==> config.mk <==
export PLATFORM = sky130hd
export DESIGN_NAME = matrix_scan_ctrl
export DESIGN_NICKNAME = d
export VERILOG_FILES = /design/src/rtl/matrix_scan_ctrl_pkg.sv /design/src/rtl/matrix_scan_ctrl_bcm_timer.sv /design/src/rtl/matrix_scan_ctrl.sv
export SDC_FILE = /design/constraint.sdc
export NUM_CORES = 1
export LEC_CHECK = 0
export CELL_PAD_IN_SITES_DETAIL_PLACEMENT = 0
export CELL_PAD_IN_SITES_GLOBAL_PLACEMENT = 1
export CORE_MARGIN = 1.5
export CORE_UTILIZATION = 30
export DETAILED_ROUTE_END_ITERATION = 8
export PLACE_DENSITY = 0.74
export SETUP_SLACK_MARGIN = 0.1
export SYNTH_ARGS = -nofsm -noshare
export SYNTH_HDL_FRONTEND = slang
export SYNTH_SLANG_ARGS = --single-unit
==> constraint.sdc <==
create_clock -name clk -period 2.9 [get_ports clk]
set_clock_uncertainty 0.15 [all_clocks]
set_input_delay 0.29 -clock clk [delete_from_list [all_inputs] [get_ports clk]]
set_output_delay 0.29 -clock clk [all_outputs]
set_load 0.01 [all_outputs]
==> src/rtl/matrix_scan_ctrl_pkg.sv <==
// matrix_scan_ctrl_pkg: shared scan states, parameter defaults and width helper
package matrix_scan_ctrl_pkg;
  localparam int COLS_DEF = 32;
  localparam int ROW_BITS_DEF = 4;
  localparam int PLANES_DEF = 4;
  localparam int BASE_TICKS_DEF = 64;
  typedef enum logic [2:0] {
    IDLE,
    FETCH,
    LOAD,
    CLOCK,
    BLANK,
    LATCH,
    DISPLAY
  } scan_state_e;
  function automatic int tick_width(input int row_bits, input int planes);
    return row_bits + planes + 6;
  endfunction
endpackage

==> src/rtl/matrix_scan_ctrl_bcm_timer.sv <==
// bcm_timer: display-period down-counter, loads BASE_TICKS<<plane and flags the last tick
module bcm_timer
  import matrix_scan_ctrl_pkg::*;
#(
  parameter int BASE_TICKS = BASE_TICKS_DEF,
  parameter int TICK_W = tick_width(ROW_BITS_DEF, PLANES_DEF),
  parameter int PL_W = 2
) (
  input  logic            clk,
  input  logic            rst_n,
  input  logic            load_i,
  input  logic            run_i,
  input  logic [PL_W-1:0] plane_i,
  output logic            done_o
);
  logic [TICK_W-1:0] cnt_q, cnt_d;
  always_comb cnt_d = load_i ? TICK_W'(BASE_TICKS) << plane_i
                    : (run_i && cnt_q != '0) ? cnt_q - 1'b1 : cnt_q;
  // the cycle holding count 1 is the final lit cycle, so the period is exactly the loaded value
  assign done_o = run_i && cnt_q == TICK_W'(1);
  always_ff @(posedge clk) begin
    if (!rst_n) cnt_q <= '0;
    else cnt_q <= cnt_d;
  end
endmodule

==> src/rtl/matrix_scan_ctrl.sv <==
// matrix_scan_ctrl: HUB75-style BCM panel scanner reading pixel pairs from an external framebuffer
module matrix_scan_ctrl
  import matrix_scan_ctrl_pkg::*;
#(
  parameter int COLS = COLS_DEF,
  parameter int ROW_BITS = ROW_BITS_DEF,
  parameter int PLANES = PLANES_DEF,
  parameter int BASE_TICKS = BASE_TICKS_DEF
) (
  input  logic                              clk,
  input  logic                              rst_n,
  input  logic                              enable,
  output logic [ROW_BITS+$clog2(COLS)-1:0]  rd_addr,
  input  logic [6*PLANES-1:0]               rd_data,
  output logic                              R0,
  output logic                              G0,
  output logic                              B0,
  output logic                              R1,
  output logic                              G1,
  output logic                              B1,
  output logic                              A,
  output logic                              B,
  output logic                              C,
  output logic                              D,
  output logic                              MATCLK,
  output logic                              MATLAT,
  output logic                              MATOE,
  output logic                              frame_done
);
  localparam int COL_W = $clog2(COLS);
  localparam int AW = ROW_BITS + COL_W;
  localparam int PL_W = PLANES > 1 ? $clog2(PLANES) : 1;
  localparam int TICK_W = tick_width(ROW_BITS, PLANES);
  scan_state_e state_q, state_d;
  logic [ROW_BITS-1:0] row_q, row_d;
  logic [PL_W-1:0] plane_q, plane_d;
  logic [COL_W-1:0] col_q, col_d;
  logic en_q, tick_done, last_col, last_plane, last_row;
  logic [AW-1:0] addr_q, addr_d;
  logic [5:0] rgb_q, rgb_d;
  logic [3:0] abcd_q, abcd_d;
  logic mclk_q, mclk_d, mlat_q, mlat_d, moe_q, moe_d, fdone_q, fdone_d;
  logic [5:0][PLANES-1:0] chan;
  assign chan = rd_data;
  assign last_col = col_q == COL_W'(COLS - 1);
  assign last_plane = plane_q == PL_W'(PLANES - 1);
  assign last_row = &row_q;
  bcm_timer #(
    .BASE_TICKS(BASE_TICKS),
    .TICK_W(TICK_W),
    .PL_W(PL_W)
  ) u_bcm_timer (
    .clk(clk),
    .rst_n(rst_n),
    .load_i(state_q == LATCH),
    .run_i(state_q == DISPLAY),
    .plane_i(plane_q),
    .done_o(tick_done)
  );
  // enable is registered first, so a start from reset needs two enabled edges
  always_ff @(posedge clk) begin
    if (!rst_n) begin
      state_q <= IDLE;
      row_q <= '0;
      plane_q <= '0;
      col_q <= '0;
      en_q <= 1'b0;
    end else begin
      state_q <= state_d;
      row_q <= row_d;
      plane_q <= plane_d;
      col_q <= col_d;
      en_q <= enable;
    end
  end
  always_comb begin
    state_d = state_q;
    row_d = row_q;
    plane_d = plane_q;
    col_d = col_q;
    case (state_q)
      IDLE: begin
        state_d = en_q ? FETCH : IDLE;
        col_d = '0;
      end
      FETCH: state_d = LOAD;
      LOAD: state_d = CLOCK;
      CLOCK: begin
        state_d = last_col ? BLANK : FETCH;
        col_d = last_col ? '0 : col_q + 1'b1;
      end
      BLANK: state_d = LATCH;
      LATCH: state_d = DISPLAY;
      DISPLAY: if (tick_done) begin
        state_d = en_q ? FETCH : IDLE;
        plane_d = last_plane ? '0 : plane_q + 1'b1;
        row_d = last_plane ? row_q + 1'b1 : row_q;
        col_d = '0;
      end
      default: state_d = IDLE;
    endcase
  end
  // outputs are decoded from the next state so every pin comes straight from a flop
  always_comb begin
    moe_d = state_d != DISPLAY;
    mclk_d = state_d == CLOCK;
    mlat_d = state_d == LATCH;
    addr_d = state_d == FETCH ? {row_d, col_d} : addr_q;
    abcd_d = state_d == BLANK ? 4'(row_q) : abcd_q;
    fdone_d = state_q == DISPLAY && tick_done && last_row && last_plane;
    rgb_d = rgb_q;
    for (int j = 0; j < 6; j++) rgb_d[j] = state_q == LOAD ? chan[j][plane_q] : rgb_q[j];
  end
  always_ff @(posedge clk) begin
    if (!rst_n) begin
      addr_q <= '0;
      rgb_q <= '0;
      abcd_q <= '0;
      mclk_q <= 1'b0;
      mlat_q <= 1'b0;
      moe_q <= 1'b1;
      fdone_q <= 1'b0;
    end else begin
      addr_q <= addr_d;
      rgb_q <= rgb_d;
      abcd_q <= abcd_d;
      mclk_q <= mclk_d;
      mlat_q <= mlat_d;
      moe_q <= moe_d;
      fdone_q <= fdone_d;
    end
  end
  assign rd_addr = addr_q;
  assign {R0, G0, B0, R1, G1, B1} = rgb_q;
  assign {D, C, B, A} = abcd_q;
  assign MATCLK = mclk_q;
  assign MATLAT = mlat_q;
  assign MATOE = moe_q;
  assign frame_done = fdone_q;
endmodule

==> reports/summary.txt, run 1 <==
crit-path max FO: 5
Global Route Usage Sum: 13.1%
Die Wd: 97.0 um
Synth top area share: 39.3%
Yosys Warn Count: 0
DR pass1 iterations: 6
row count: 34
pin count of the biggest net entering global routing: 28
final hold vios: 0
slowest stage delay, CP: 460 ps
Pwr Density: 377 mW/mm^2
Fill cells: 883
Final nets: 380
critical path's top delay family: simple AND/OR/NAND/NOR gates
setup bufs post-CTS: 0
area taken by flip-flops and latches: 0.00104 mm^2
antenna violations before repair: 0
Unique masters post-synth: 48
critical path required time: 2990 ps
post-route minimum period: 2200 ps
Max Cap Viol: 0
non-filler instance count after layout: 451
worst-margin pin slew: 553 ps
crit-path cells: ha_1 -> and3_1 -> ha_1 -> or3_1 -> or3b_2 -> a21oi_1
CP endpoint kind: register
DP Cell Count: 444
Seq/Total Area, Yosys: 39.3%
mapped cell area: 0.00265 mm^2
Sinks on Clock Net: 52
Setup-failing EPs final: 0
fmax: 455 MHz
htree depth: 2
Routed WL: 5.94 mm
CTS Buffer Depth: 2
Worst Path Arrival: 2290 ps
first-pass GRT wire length: 10.1 mm
RSZ-0062 raised after global routing: false
via count: 2225
LEAKAGE: 1.24 nW
total core area: 0.00864 mm^2
ys async rst share: 0%
Multi-input gate area: 0.00150 mm^2
Skew-Pair Late Insertion Delay: 310 ps
Tcrit/Tclk final: 75.8%
worst vdd rail ir drop: 0.000188 V
antenna cells: 0
DR WL/cell: 13.2 um
hold-fix buffers at CTS: 0
worst setup path category: reg -> reg
Synth Register Bits: 52
Startpoint Class: register
post-detailed-route via-to-cell ratio: 4.93
Initial Utilization: 30.7%
CTS clk-pin slew, worst paths: 100 ps
CP most frequent cell: ha_1
Slew Viols, Final: 0
buffers plus inverters on the worst setup path: 0
CP max-delay cell: or3b_2
Tightest Hold Check Type: reg -> reg
CTS tree: yes
prevailing post-synth register cell: dfxtp_1
Die Y: 97.0 um
status: finished clean
HPWL after detailed placement: 4.45 mm
Max-Slew Margin vs Limit: 62.8%
post-synth top area cell: dfxtp_1
number of CTS-inserted buffers: 5
Avg Synthesized Cell Area: 8.95 um^2
initial DRC count: 74
Port Buffers: 49
Root Buffer: clkbuf_8
grt total ovfl: 0
synth top area cells: dfxtp_1, nor2_1, mux4_2, ha_1, a21oi_1
Sum Neg Setup Slack: 0 ps
vias in the first global route: 2162
area growth from synthesis to layout: 26.0%
Post-Syn Nets: 333
DIE AREA: 0.00941 mm^2
RePlAce Congestion: 0.820
Post-synth EDFFs: 0
CTS resizes: 0
Syn Inst Count: 296
DRC errors left: 0
layout cells sized above 1: 9.62%
post-route ant nets: 0
IO Count: 50
layout by cell type (no fill, tap or decap), types with 2 or more instances in the layout:
master            n
o211ai_1          2
nand3_1          18
o311ai_0          2
xnor2_1          10
nand4_1           3
nor4_4            2
nor2_1           41
or2_2             2
nor4_1            3
and4_2            2
inv_1             8
xor2_1            7
a21oi_1          22
o31ai_1           4
a211oi_1          3
buf_4             7
dfxtp_1          52
or3_1             3
ha_1             10
mux2i_1           7
a21o_1            2
clkdlybuf4s50_1  49
nor3b_1           2
o21ai_0          13
mux4_2            6
clkbuf_8          5
nor3_1            4
a221oi_1          2
and2_1            4
nand2b_1          4
nand2_1          24
and3_1            2
cell type report:
cell class,instances,area share [%]
flip-flops and latches,52,31.2
repair buffers,56,16.3
clock buffers,5,2.06
well taps,108,4.05
clock inverters,2,0.375
multi-input cells,219,45.1
inverters,9,1.01
worst register-to-register path, delay by kind of cell, from the launching register on:
family | cells | cell delay [ps]
simple gates | 3 | 1050
compound gates | 1 | 140
fa+ha+maj | 2 | 450
flops | 1 | 340
sequential cells by signal (all words and copies together) (netlist names):
name,flops
state_q,3
row_q,4
abcd_q,4
plane_q,2
rgb_q,6
en_q,1
col_q,5
MATCLK,1
frame_done,1
u_bcm_timer.cnt_q,14
MATOE,1
MATLAT,1
rd_addr,9
worst paths after layout:
kind | start | to | slack, ps | cells past startpoint
max | col_q[0]$_SDFF_PN0_ | col_q[2]$_SDFF_PN0_ | 700 | 6
min reg2reg | rd_addr[8]$_SDFFE_PN0N_ | rd_addr[8]$_SDFFE_PN0N_ | 330 | 2
min | rd_addr[8]$_SDFFE_PN0N_ | rd_addr[8]$_SDFFE_PN0N_ | 330 | 2
max reg2reg | col_q[0]$_SDFF_PN0_ | col_q[2]$_SDFF_PN0_ | 700 | 6
routing by layer:
layer / up-vias / global-route usage [%] / routed length [um] / part of all wire, %
met5: - / 0 / 0 / 0
met4: 0 / 5.35 / 116 / 2.0
met3: 9 / 3.25 / 279 / 4.7
met2: 54 / 20.9 / 2740 / 46
met1: 1026 / 16.9 / 2810 / 47
li1: 1136 / - / - / -
cell families after synthesis:
group / synth area share, %
buf+inv: 3.97
xor+xnor: 5.62
simple gates: 23.9
flops: 39.3
fa+ha+maj: 4.72
compound gates: 14.8
mux: 7.74
per-stage QoR:
step | power (mW) | util [%] | setup slack (ps) | hold WS (ps) | instance area (um^2)
final | 1.26 | 38.7 | 702 | 328 | 3340
after global placement | 0.873 | 37.7 | 746 | 310 | 3260
after CTS | 1.28 | 38.7 | 711 | 332 | 3340
after detailed placement | 0.873 | 37.7 | 745 | 319 | 3260
after floorplan | 0.811 | - | 813 | 267 | 2650
after global routing | 1.32 | 38.7 | 567 | 357 | 3340
cell usage after synthesis, types with 2 or more instances:
cell type  instances
mux4_2             6
dfxtp_1           52
o211ai_1           2
o311ai_0           2
or3_1              3
ha_1              10
nand3_1           18
nor2_1            41
o21ai_0           13
nor4_1             3
nand4_1            3
o31ai_1            4
a21o_1             2
and4_2             2
nor3_1             4
nor3b_1            2
a221oi_1           2
inv_1              8
clkbuf_1          14
nand2_1           24
and2_1             4
mux2i_1            7
xor2_1             7
xnor2_1           10
nor4_4             2
and3_1             2
a21oi_1           22
nand2b_1           4
a211oi_1           3
or2_2              2
power by group:
part	switching, mW	internal, mW	total, mW
sequential	0.0103	0.722	0.733
combinational	0.0551	0.0684	0.124
clock	0.240	0.164	0.404
Power figures use the tool's default switching activity.
==> run 2: changes to the inputs <==
- PLACE_DENSITY: 0.74 -> 0.76
- clock period: 2.9 -> 1.9 ns (I/O delays scaled with it)
==> run 2 against run 1 <==
  * First-iteration DRC count rose by 22%
  * Maximum frequency up 16%
  * Worst hold slack lost 33 ps
  * Sequential power rose by 51%
  * Cell area grew 20%
  * Combinational power increased by 81%
  * Count of clock-buffer cells in the layout unchanged
  * Sequential cell count unchanged
  * Clock power rose by 77%
  * Largest cell class unchanged
==> reports/summary.txt, run 2 (synthesis gave the netlist of run 1 again) <==
status: finished clean (unchanged)
buffers plus inverters on the worst setup path: 2 (was 0)
grt total ovfl: 0 (unchanged)
vias in the first global route: 2464 (was 2162)
DR WL/cell: 14.3 um (was 13.2 um)
CP max-delay cell: o32a_4 (was or3b_2)
Clock Power Share: 35.0% (was 32.0%)
Initial Utilization: 30.7% (unchanged)
total power: 2.05 mW (was 1.26 mW)
Tcrit/Tclk final: 99.3% (was 75.8%)
DR pass1 iterations: 5 (was 6)
initial DRC count: 90 (was 74)
LEAKAGE: 1.57 nW (was 1.24 nW)
Fill cells: 821 (was 883)
final hold slack: 295 ps (was 328 ps)
post-route minimum period: 1890 ps (was 2200 ps)
Place WS: -3.95 ps (was 745 ps)
Die Y: 97.0 um (unchanged)
worst vdd rail ir drop: 0.000257 V (was 0.000188 V)
DRC errors left: 0 (unchanged)
Util after Layout: 46.3% (was 38.7%)
RePlAce Congestion: 0.811 (was 0.820)
Sw Ratio: 27.0% (was 24.2%)
area taken by flip-flops and latches: 0.00106 mm^2 (was 0.00104 mm^2)
internal power: 1.50 mW (was 0.955 mW)
Global Route Usage Sum: 15.1% (was 13.1%)
row count: 34 (unchanged)
largest register by flop count: u_bcm_timer.cnt_q (unchanged)
critical path required time: 1970 ps (was 2990 ps)
HPWL after detailed placement: 4.91 mm (was 4.45 mm)
switching pwr: 0.553 mW (was 0.305 mW)
DIE AREA: 0.00941 mm^2 (unchanged)
post-detailed-route via-to-cell ratio: 5.08 (was 4.93)
Setup WS post-layout: 12.7 ps (was 702 ps)
Setup-failing EPs final: 0 (unchanged)
Die Wd: 97.0 um (unchanged)
Worst Path Arrival: 1960 ps (was 2290 ps)
max reg flops: 14 (unchanged)
Slew Viols, Final: 0 (unchanged)
Multi-input gate area: 0.00178 mm^2 (was 0.00150 mm^2)
hold-fix buffers at CTS: 0 (unchanged)
Max-Slew Margin vs Limit: 74.4% (was 62.8%)
Sinks on Clock Net: 52 (unchanged)
most common cell after layout, fill and taps aside: clkdlybuf4s50_1 (was dfxtp_1)
register share of total power: 54.1% (was 58.1%)
CTS tree: yes (unchanged)
Sum Neg Setup Slack: 0 ps (unchanged)
Final nets: 422 (was 380)
most frequent cells in the layout: clkdlybuf4s50_1, dfxtp_1, buf_4, nor2_1, nand2_1 (was dfxtp_1, clkdlybuf4s50_1, nor2_1, nand2_1, a21oi_1)
CP endpoint kind: register (unchanged)
Pwr Density: 513 mW/mm^2 (was 377 mW/mm^2)
combinational power share: 10.9% (was 9.8%)
crit-path cells: nor4_4 -> buf_4 -> nand4_4 -> buf_12 -> o32a_4 -> nand3_1 -> o31ai_1 (was ha_1 -> and3_1 -> ha_1 -> or3_1 -> or3b_2 -> a21oi_1)
area growth from synthesis to layout: 50.8% (was 26.0%)
slowest stage delay, CP: 360 ps (was 460 ps)
IO Count: 50 (unchanged)
final hold vios: 0 (unchanged)
htree depth: 2 (unchanged)
Max Cap Viol: 0 (unchanged)
crit-path max FO: 6 (was 5)
fmax: 530 MHz (was 455 MHz)
layout cells sized above 1: 31.6% (was 9.62%)
worst-margin pin slew: 380 ps (was 553 ps)
Routed WL: 7.04 mm (was 5.94 mm)
post-route ant nets: 0 (unchanged)
RSZ-0062 raised after global routing: true (was false)
via count: 2509 (was 2225)
Skew-Pair Late Insertion Delay: 330 ps (was 310 ps)
CTS clk-pin slew, worst paths: 110 ps (was 100 ps)
antenna cells: 0 (unchanged)
first-pass GRT wire length: 11.6 mm (was 10.1 mm)
critical path's top delay family: simple AND/OR/NAND/NOR gates (unchanged)
total core area: 0.00864 mm^2 (unchanged)
Tightest Hold Check Type: in -> reg (was reg -> reg)
Port Buffers: 49 (unchanged)
Startpoint Class: register (unchanged)
worst setup path category: reg -> reg (unchanged)
number of CTS-inserted buffers: 5 (unchanged)
antenna violations before repair: 0 (unchanged)
CTS Buffer Depth: 2 (unchanged)
Root Buffer: clkbuf_8 (unchanged)
pin count of the biggest net entering global routing: 24 (was 28)
## run 2: changes by cell type in the layout (fill, tap and decap cells not counted), sizes merged
cell      change
inv           +3
o32a          +1
clkinv        -1
buf          +41
clkinvlp      -1
## run 2: cell type report
type                       instances  area share, %
clock inverter                     3          0.720
multi-input combinational        220           44.4
sequential                        52           26.6
inverter                           9          0.845
clock buffer                       5           1.72
tap                              108           3.38
timing repair buffer              97           22.3
## run 2: final timing paths
path                                      start                      end  slack (ps)  cells after the start
max          u_bcm_timer.cnt_q[13]$_SDFFE_PN0P_  rd_addr[7]$_SDFFE_PN0N_          10                      7
min                                      enable          en_q$_SDFF_PN0_         290                      2
max reg2reg  u_bcm_timer.cnt_q[13]$_SDFFE_PN0P_  rd_addr[7]$_SDFFE_PN0N_          10                      7
min reg2reg             rd_addr[5]$_SDFFE_PN0N_  rd_addr[5]$_SDFFE_PN0N_         330                      2
## run 2: layer usage
| layer | track usage, % | up-vias | part of all wire, % |
|---|---|---|---|
| li1 | - | 1227 | - |
| met1 | 18.5 | 1215 | 46 |
| met2 | 25.1 | 58 | 48 |
| met3 | 3.11 | 9 | 4.3 |
| met4 | 7.25 | 0 | 1.9 |
| met5 | 0 | - | 0 |
## run 2: timing repair
| item | CTS | global route |
|---|---|---|
| setup endpoints to repair | 24 | 29 |
| pin swaps | 4 | 24 |
| setup buffers | 4 | 9 |
| gates resized for setup | 24 | 33 |
| cloned | 1 | 0 |
## run 2: through the flow
stage | instances | instance area [um^2]
6_report | 494 | 4000
5_1_grt | 494 | 4000
4_1_cts | 485 | 3800
3_5_place_dp | 472 | 3550
3_3_place_gp | 472 | 3550
2_1_floorplan | 296 | 2730
## run 2: power by group through the flow
stage	clock (mW)	sequential (mW)	combinational, mW
finish	0.717	1.11	0.224
global route	0.785	1.11	0.243
CTS	0.733	1.11	0.220
detailed placement	0	1.14	0.209
global placement	0	1.14	0.207
floorplan	0	1.14	0.104
==> run 3: changes to the inputs <==
- CELL_PAD_IN_SITES_DETAIL_PLACEMENT: 0 -> 2
- CELL_PAD_IN_SITES_GLOBAL_PLACEMENT: 1 -> 2
- CORE_UTILIZATION: 30 -> 28
- PLACE_DENSITY: 0.76 -> 0.85
==> run 3 against run 2 <==
  * The run now ends with negative setup slack left
  * Worst hold slack improved by 14 ps
  * Sequential power about the same
  * Die area increased by 6.9%
  * Critical path type unchanged
  * Highest routed layer unchanged
==> reports/summary.txt, run 3 (synthesis gave the netlist of run 1 again) <==
CP max-delay cell: dfxtp_4 (was o32a_4)
Root Buffer: clkbuf_8 (unchanged)
post-route ant nets: 0 (unchanged)
Slew Viols, Final: 0 (unchanged)
Routed WL: 11.9 mm (was 7.04 mm)
critical path's top delay family: simple AND/OR/NAND/NOR gates (unchanged)
Max-Slew Margin vs Limit: 70.5% (was 74.4%)
DR WL/cell: 23.6 um (was 14.3 um)
Placed Area: 0.00358 mm^2 (was 0.00355 mm^2)
Setup-failing EPs final: 25 (was 0)
grt total ovfl: 0 (unchanged)
most frequent cells in the layout: clkdlybuf4s50_1, buf_4, dfxtp_1, nor2_1, nand2_1 (was clkdlybuf4s50_1, dfxtp_1, buf_4, nor2_1, nand2_1)
antenna cells: 0 (unchanged)
CTS clk-pin slew, worst paths: 120 ps (was 110 ps)
reg2reg setup slack: -190 ps (was 10 ps)
HP Start: enable (unchanged)
worst hold stages: 2 (unchanged)
design area: 0.00411 mm^2 (was 0.00400 mm^2)
htree depth: 2 (unchanged)
WHS Endpoint: en_q$_SDFF_PN0_ (unchanged)
row count: 35 (was 34)
worst setup path category: reg -> reg (unchanged)
CP endpoint kind: register (unchanged)
area taken by flip-flops and latches: 0.00107 mm^2 (was 0.00106 mm^2)
DIE AREA: 0.0101 mm^2 (was 0.00941 mm^2)
Place WS: -149 ps (was -3.95 ps)
LEAKAGE: 1.60 nW (was 1.57 nW)
DRC errors left: 0 (unchanged)
CTS Buffer Depth: 2 (unchanged)
Die Wd: 100 um (was 97.0 um)
Initial Utilization: 28.8% (was 30.7%)
crit-path max FO: 6 (unchanged)
final hold slack: 309 ps (was 295 ps)
RSZ-0062 raised after global routing: true (unchanged)
via count: 2737 (was 2509)
Port Buffers: 49 (unchanged)
Startpoint Class: register (unchanged)
DR pass1 iterations: 4 (was 5)
first-pass GRT wire length: 17.2 mm (was 11.6 mm)
r2r endpoint: rd_addr[7]$_SDFFE_PN0N_ (unchanged)
total core area: 0.00920 mm^2 (was 0.00864 mm^2)
Global Route Usage Sum: 22.6% (was 15.1%)
post-detailed-route via-to-cell ratio: 5.43 (was 5.08)
number of CTS-inserted buffers: 5 (unchanged)
layout cells sized above 1: 35.9% (was 31.6%)
Multi-input gate area: 0.00183 mm^2 (was 0.00178 mm^2)
Worst Path Arrival: 2180 ps (was 1960 ps)
HPWL after detailed placement: 7.16 mm (was 4.91 mm)
initial DRC count: 96 (was 90)
Fill cells: 975 (was 821)
critical path startpoint: u_bcm_timer.cnt_q[7]$_SDFFE_PN0P_ (was u_bcm_timer.cnt_q[13]$_SDFFE_PN0P_)
largest register by flop count: u_bcm_timer.cnt_q (unchanged)
crit-path cells: nor4_4 -> buf_12 -> and4_4 -> nand4_1 -> xor2_2 -> o31ai_4 (was nor4_4 -> buf_4 -> nand4_4 -> buf_12 -> o32a_4 -> nand3_1 -> o31ai_1)
fmax: 479 MHz (was 530 MHz)
violated checks: negative setup slack
worst-margin pin slew: 441 ps (was 380 ps)
final hold vios: 0 (unchanged)
Pwr Density: 508 mW/mm^2 (was 513 mW/mm^2)
Tightest Hold Check Type: in -> reg (unchanged)
max reg flops: 14 (unchanged)
reg2reg path depth: 6 (was 7)
critical path required time: 1990 ps (was 1970 ps)
RePlAce Congestion: 0.871 (was 0.811)
Reg2Reg Launch Point: u_bcm_timer.cnt_q[7]$_SDFFE_PN0P_ (was u_bcm_timer.cnt_q[13]$_SDFFE_PN0P_)
status: complete, but fails checks (was finished clean)
Max Cap Viol: 0 (unchanged)
IO Count: 50 (unchanged)
antenna violations before repair: 0 (unchanged)
Final nets: 429 (was 422)
Setup WS post-layout: -188 ps (was 12.7 ps)
pin count of the biggest net entering global routing: 35 (was 24)
CTS tree: yes (unchanged)
Sinks on Clock Net: 52 (unchanged)
buffers plus inverters on the worst setup path: 1 (was 2)
Tcrit/Tclk final: 110% (was 99.3%)
Skew-Pair Late Insertion Delay: 330 ps (about the same)
Die Y: 100 um (was 97.0 um)
area growth from synthesis to layout: 55.0% (was 50.8%)
worst vdd rail ir drop: 0.000316 V (was 0.000257 V)
slowest stage delay, CP: 370 ps (was 360 ps)
post-route minimum period: 2090 ps (was 1890 ps)
vias in the first global route: 3175 (was 2464)
run 3: stage by stage:
step                      total power [mW]  util (%)  cells  TNS (ps)
after floorplan                       1.24         -    296         0
after global placement                1.35      38.9    478     -12.6
after detailed placement              1.36      38.9    478      -714
after CTS                             2.06      42.6    496      -446
after global routing                  2.15      44.7    504     -3470
final                                 2.09      44.7    504     -1320
run 3: how the worst max path moves through the flow:
stage,depth (start not counted),endpoint
final,6,rd_addr[7]$_SDFFE_PN0N_
after global routing,6,rd_addr[4]$_SDFFE_PN0N_
after CTS,6,rd_addr[0]$_SDFFE_PN0N_
after detailed placement,7,rd_addr[4]$_SDFFE_PN0N_
after global placement,5,u_bcm_timer.cnt_q[9]$_SDFFE_PN0P_
after floorplan,6,plane_q[0]$_SDFFE_PN0P_
run 3: report_power, final:
part / leakage (nW) / switching [mW] / internal (mW)
Sequential: 0.429 / 0.0177 / 1.10
Combinational: 1.12 / 0.131 / 0.129
Clock: 0.0485 / 0.447 / 0.266
Total: 1.60 / 0.596 / 1.49
run 3: per-layer routing:
| metal | up-vias | GRT usage [%] | wire length, um |
|---|---|---|---|
| met5 | - | 0 | 0 |
| met4 | 0 | 12.0 | 576 |
| met3 | 39 | 4.74 | 448 |
| met2 | 110 | 42.2 | 6200 |
| met1 | 1347 | 23.5 | 4680 |
| li1 | 1241 | - | - |
run 3: worst reg2reg max path, stage by stage, from the launching register on:
cell,delay (ps)
dfxtp_4,370
nor4_4,320
buf_12,170
and4_4,250
nand4_1,200
xor2_2,230
o31ai_4,290
run 3: cell type report:
cell class | count | share of cell area, %
clock buffers | 5 | 1.68
clock inverters | 3 | 0.548
inverters | 9 | 0.822
multi-input cells | 220 | 44.7
flip-flops and latches | 52 | 26.2
well taps | 111 | 3.38
repair buffers | 104 | 22.8
run 3: repair_timing:
action	CTS	global route
gates resized for setup	44	32
setup buffers	9	9
setup endpoints to repair	35	39
cloned	1	0
pin swaps	15	22
hold buffers	0	0
